## src/rtl/int_mult_pkg.sv

```systemverilog
// Shared definitions for the pipelined integer multiplier: width helpers for the
// adder tree and slice macros for the flattened partial-product row bus.
`ifndef INT_MULT_PKG_SV
`define INT_MULT_PKG_SV

`define PP_ROW_LSB(idx, width) ((idx) * (width))
`define PP_ROW(bus, idx, width) bus[`PP_ROW_LSB(idx, width) +: (width)]

package int_mult_pkg;

  localparam int DEFAULT_DATA_WIDTH = 32;

  function automatic int clog2(input int value);
    int result;
    result = 0;
    while ((32'sd1 <<< result) < value) begin
      result = result + 1;
    end
    return result;
  endfunction

  // Stage s sums 2^s weighted rows, so its sum needs DATA_WIDTH + 2^s bits.
  function automatic int output_carry_width(input int data_width, input int stage);
    return data_width + (32'sd1 <<< stage);
  endfunction

  function automatic int input_carry_width(input int data_width, input int stage);
    int width;
    if (stage <= 1) begin
      width = data_width;
    end else begin
      width = output_carry_width(data_width, stage - 1);
    end
    return width;
  endfunction

endpackage

`endif

```

## src/rtl/int_mult_pipe_ctrl.sv

```systemverilog
// Occupancy/sign shift chain for the multiplier pipe: a stage loads whenever it is
// empty or its successor loads, so bubbles collapse even while the output stalls.
module int_mult_pipe_ctrl #(
  parameter int NUM_STAGES = 5
) (
  input  logic                  clk,
  input  logic                  rst_n,
  input  logic                  in_valid,
  input  logic                  in_neg,
  input  logic                  out_ready,
  output logic                  in_ready,
  output logic [NUM_STAGES-1:0] stage_en,
  output logic                  out_valid,
  output logic                  out_neg
);

  logic [NUM_STAGES:0] vld_r;
  logic [NUM_STAGES:0] neg_r;
  logic [NUM_STAGES:0] load_s;
  logic [NUM_STAGES:0] vld_prev_s;
  logic [NUM_STAGES:0] neg_prev_s;

  // Load chain ripples back from the output stage.
  always_comb begin
    load_s             = '0;
    load_s[NUM_STAGES] = ~vld_r[NUM_STAGES] | out_ready;
    for (int k = NUM_STAGES - 1; k >= 0; k--) begin
      load_s[k] = ~vld_r[k] | load_s[k + 1];
    end
  end

  assign vld_prev_s = {vld_r[NUM_STAGES-1:0], in_valid};
  assign neg_prev_s = {neg_r[NUM_STAGES-1:0], in_neg};

  // Occupancy and sign registers advance per-stage under their own load.
  always_ff @(posedge clk) begin
    if (!rst_n) begin
      vld_r <= '0;
      neg_r <= '0;
    end else begin
      vld_r <= (load_s & vld_prev_s) | (~load_s & vld_r);
      neg_r <= (load_s & neg_prev_s) | (~load_s & neg_r);
    end
  end

  assign in_ready  = load_s[0];
  assign stage_en  = load_s[NUM_STAGES:1];
  assign out_valid = vld_r[NUM_STAGES];
  assign out_neg   = neg_r[NUM_STAGES];

endmodule

```

## src/rtl/int_mult_pp_stage.sv

```systemverilog
// Multiplier front stage: sign-to-magnitude conversion and the registered AND-array
// of partial-product rows, plus pipe control for the downstream adder tree.
module int_mult_pp_stage
  import int_mult_pkg::*;
#(
  parameter int DATA_WIDTH = DEFAULT_DATA_WIDTH,
  parameter int NUM_STAGES = clog2(DATA_WIDTH)
) (
  input  logic                             clk,
  input  logic                             rst_n,
  input  logic                             in_valid,
  output logic                             in_ready,
  input  logic [DATA_WIDTH-1:0]            op_a,
  input  logic [DATA_WIDTH-1:0]            op_b,
  input  logic                             is_signed,
  output logic [DATA_WIDTH*DATA_WIDTH-1:0] pp_rows,
  output logic [NUM_STAGES-1:0]            stage_en,
  output logic                             out_valid,
  input  logic                             out_ready,
  output logic                             out_neg
);

  logic [DATA_WIDTH-1:0]            mag_a_s;
  logic [DATA_WIDTH-1:0]            mag_b_s;
  logic                             neg_in_s;
  logic                             accept_s;
  logic                             ready_s;
  logic [DATA_WIDTH*DATA_WIDTH-1:0] pp_next_s;
  logic [DATA_WIDTH*DATA_WIDTH-1:0] pp_rows_r;

  // Magnitudes; the most negative value maps onto 2^(DATA_WIDTH-1) without overflow.
  always_comb begin
    if (is_signed && op_a[DATA_WIDTH-1]) begin
      mag_a_s = -op_a;
    end else begin
      mag_a_s = op_a;
    end
    if (is_signed && op_b[DATA_WIDTH-1]) begin
      mag_b_s = -op_b;
    end else begin
      mag_b_s = op_b;
    end
  end

  // Row i is the multiplicand magnitude gated by multiplier bit i.
  always_comb begin
    pp_next_s = '0;
    for (int i = 0; i < DATA_WIDTH; i++) begin
      `PP_ROW(pp_next_s, i, DATA_WIDTH) = mag_a_s & {DATA_WIDTH{mag_b_s[i]}};
    end
  end

  // Bubbles carry a clear sign so an idle slot never looks negative.
  assign neg_in_s = in_valid & is_signed & (op_a[DATA_WIDTH-1] ^ op_b[DATA_WIDTH-1]);
  assign accept_s = in_valid & ready_s;

  // Partial-product register captures only on accept, otherwise holds.
  always_ff @(posedge clk) begin
    if (!rst_n) begin
      pp_rows_r <= '0;
    end else if (accept_s) begin
      pp_rows_r <= pp_next_s;
    end else begin
      pp_rows_r <= pp_rows_r;
    end
  end

  int_mult_pipe_ctrl #(
    .NUM_STAGES (NUM_STAGES)
  ) u_ctrl (
    .clk       (clk),
    .rst_n     (rst_n),
    .in_valid  (in_valid),
    .in_neg    (neg_in_s),
    .out_ready (out_ready),
    .in_ready  (ready_s),
    .stage_en  (stage_en),
    .out_valid (out_valid),
    .out_neg   (out_neg)
  );

  assign in_ready = ready_s;
  assign pp_rows  = pp_rows_r;

endmodule

```

## config.mk

```make
export PLATFORM = sky130hd
export DESIGN_NAME = int_mult_pp_stage
export DESIGN_NICKNAME = d
export VERILOG_FILES = /design/src/rtl/int_mult_pkg.sv /design/src/rtl/int_mult_pipe_ctrl.sv /design/src/rtl/int_mult_pp_stage.sv
export SDC_FILE = /design/constraint.sdc
export NUM_CORES = 2
export LEC_CHECK = 0
export CAP_MARGIN = 20
export CORE_AREA = 2 2 429 431
export CTS_BUF_LIST = sky130_fd_sc_hd__clkbuf_8
export CTS_CLUSTER_SIZE = 28
export DETAILED_ROUTE_END_ITERATION = 16
export DIE_AREA = 0 0 431 433
export SYNTH_ARGS = -nofsm -noshare
export SYNTH_HDL_FRONTEND = slang
export SYNTH_SLANG_ARGS = --single-unit
```

## constraint.sdc

```tcl
create_clock -name clk -period 3.55 [get_ports clk]
set_input_delay 0.355 -clock clk [delete_from_list [all_inputs] [get_ports clk]]
set_output_delay 0.355 -clock clk [all_outputs]
set_load 0.005 [all_outputs]
```

==> results.yml <==
status:
  outcome: "finished clean"
setup_path:
  r2r_slack_ns: 0.89
  path_buf_inv: 2
  crit_chain: "and3_1 > and3_1 > inv_2 > clkdlybuf4s50_1"
  path_max_fanout: 6
  cp-end-kind: "primary output"
  cp_slowest_cell: "clkdlybuf4s50_1"
  crit_family: "buffers and inverters"
  crit_top_cell: "and3_1"
  critical_path_class: "reg2out"
  critPathArrivalTime_ns: 2.54
  crit_required_ns: 3.19
  r2r_end: "pp_rows[413]"
  slowest_delay_ns: 0.69
  reg2reg_depth: 6
  cp-start-kind: "flop"
synthesis:
  syn_area_per_cell_um2: 9.58
  synthCells: 3730
  synth_edf_count: 0
  synth_compound_area_frac: 0.200
  yosysWarnings: 0
  synth_area_leaders: "dfxtp_1, a22oi_1, o21ai_0, nor2b_1, nand2_1"
  synth_xor_area_frac: 0.0224
  synth_top_family_by_area: "compound AO/OA/AOI/OAI gates"
  syn-cell-area_um2: 35700
  ys.flop_type: "dfxtp_1"
  muxShareOfSynthArea: 0.000840
  synth_top_cell_by_area: "dfxtp_1"
  async_flop_share: 0
  synth_fa_ha_area_frac: 0.000700
  yosys.area.top_type_share: 0.580
  synth-seq-cells: 1036
  yosys.area_share.simple: 0.159
  ys_types: 56
  synth_most_common_cell: "dfxtp_1"
  postSynthNetCount: 3801
  ys_top_cells_by_count: "dfxtp_1, nand2_1, o21ai_0"
  seq_area_frac_synth: 0.580
final_layout:
  syn2layout_area_growth_pct: 54.6
  largest_reg_flops: 1024
  finish.net_count: 4973
  final_cell_area_um2: 55300
  drive_above_1_share: 0.116
global_route:
  grt_usage: 0.200
  grt_pass1_vias: 31900
  antenna_found_initial: 30
  overflow: 0
  grt_max_degree: 265
  grt_first_pass_wirelength_um: 262000
hold_path:
  hold_class: "in2reg"
  min_from: "in_valid"
  hold_path_depth: 2
cts:
  cts_tree: "done"
  cts.clk_slew.worst_paths_ns: 0.06
  clk_root_buffer_cell: "clkbuf_8"
  postCtsSetupBuffers: 0
  clock_latency_ns: 0.95
  ctsLongestPathBuffers: 3
  clock_sinks: 1036
  cts_inserted_buffers: 182
  cts_max_level: 4
timing:
  max_slew_margin: 0.264
  slew_violations: 0
  min_period_ns: 2.90
  grt_setup_unrepaired: "no"
  clock.fmax_mhz: 345
  tightest_slew_ns: 1.10
  setup_viol: 0
  hold_violations: 0
  hold_ws_ns: 0.205
  finalCritPeriodShare: 0.816
  clock_skew_ns: 0.0457
  finalWorstSetupSlack_ns: 0.654
die:
  die_w_um: 431
  core_um2: 182000
  pin_count: 1101
  die_y_um: 433
  dieArea_um2: 187000
  start_util: 0.196
  rows: 157
flow_run:
  cap_violations: 0
power:
  power.leakage_nw: 19.6
  ir_drop_v: 0.000333
  p_per_area_nw_per_um2: 518
routing:
  routed_wl_um: 196000
  drt_iter0_markers: 2787
  antenna_left: 0
  drt_pass1_iterations: 6
  wl_per_cell_um: 26.3
  viasPerCell: 4.54
  num_vias: 33800
  drc: 0
place:
  post-dp-hpwl_um: 142000
  place_area_um2: 51400
  pre_cts_slack_ns: 0.0618
  place.port_buffers: 1100
  place_congestion: 0.861
-- cells by family after synthesis --
group	Yosys count
AND/OR/NAND/NOR	1162
AO/OA/AOI/OAI	1089
flip-flops	1036
buffers and inverters	349
XOR/XNOR	89
multiplexers	3
adder cells (fa/ha/maj)	2
-- through the flow --
| step | power, W | std cells | util | TNS [ns] |
|---|---|---|---|---|
| after floorplan | 0.0142 | 3730 | - | 0 |
| after CTS | 0.0289 | 7421 | 0.303 | 0 |
| final | 0.0286 | 7445 | 0.303 | 0 |
| after detailed placement | 0.0175 | 7102 | 0.282 | 0 |
| after global routing | 0.0297 | 7438 | 0.303 | 0 |
| after global placement | 0.0174 | 7101 | 0.282 | -55.73 |
-- cell type report --
cell class	count	area, um^2
fillers	19000	127000
clock buffers	227	3120
inverters	13	48.8
diodes	24	60.1
flip-flops and latches	1036	20700
repair buffers	1324	13300
clock inverters	91	632
multi-input cells	2345	14300
well taps	2385	2980
-- power breakdown --
part / switching, W / internal (W) / total, W / leakage (nW)
clock: 0.00524 / 0.00621 / 0.0114 / 2.10
combinational: 0.00260 / 0.00195 / 0.00455 / 9.01
sequential: 0.000357 / 0.0123 / 0.0126 / 8.45
-- layout by cell type (no fill, tap or decap), types with 29 or more instances in the layout --
| cell | netlist | routed |
|---|---|---|
| clkdlybuf4s50_1 | 0 | 1099 |
| dfxtp_1 | 1036 | 1036 |
| nand2_1 | 565 | 558 |
| o21ai_0 | 469 | 469 |
| nor2b_1 | 371 | 371 |
| a22oi_1 | 365 | 365 |
| clkbuf_8 | 0 | 227 |
| buf_4 | 1 | 172 |
| nand3_1 | 115 | 115 |
| a22o_1 | 94 | 94 |
| a21boi_0 | 71 | 71 |
| inv_1 | 12 | 62 |
| buf_12 | 0 | 51 |
| nor2_1 | 40 | 31 |
| o31ai_1 | 29 | 29 |
-- worst max path at each step --
stage,startpoint,endpoint,slack (ns),cells past startpoint
final,flop,in_ready,0.65,4
after CTS,flop,in_ready,0.53,4
after detailed placement,op_a[0],pp_rows[286],0.06,11
after global placement,op_b[13],pp_rows[884],-0.31,7
after global routing,flop,in_ready,0.51,4
after floorplan,op_b[0],pp_rows[460],0.94,11
-- layer usage --
metal / wire length, um / GRT usage / vias to the layer above
met5: 0 / 0 / -
met4: 7240 / 0.0800 / 0
met3: 13400 / 0.0498 / 328
met2: 99100 / 0.352 / 1451
met1: 76300 / 0.230 / 16800
li1: - / - / 15200
-- what timing repair did --
item	4_1_cts	5_1_grt
hold buffers	1	0
gates resized for setup	0	0
hold endpoints to repair	41	0
No activity file was read; power rests on OpenSTA's default activity.
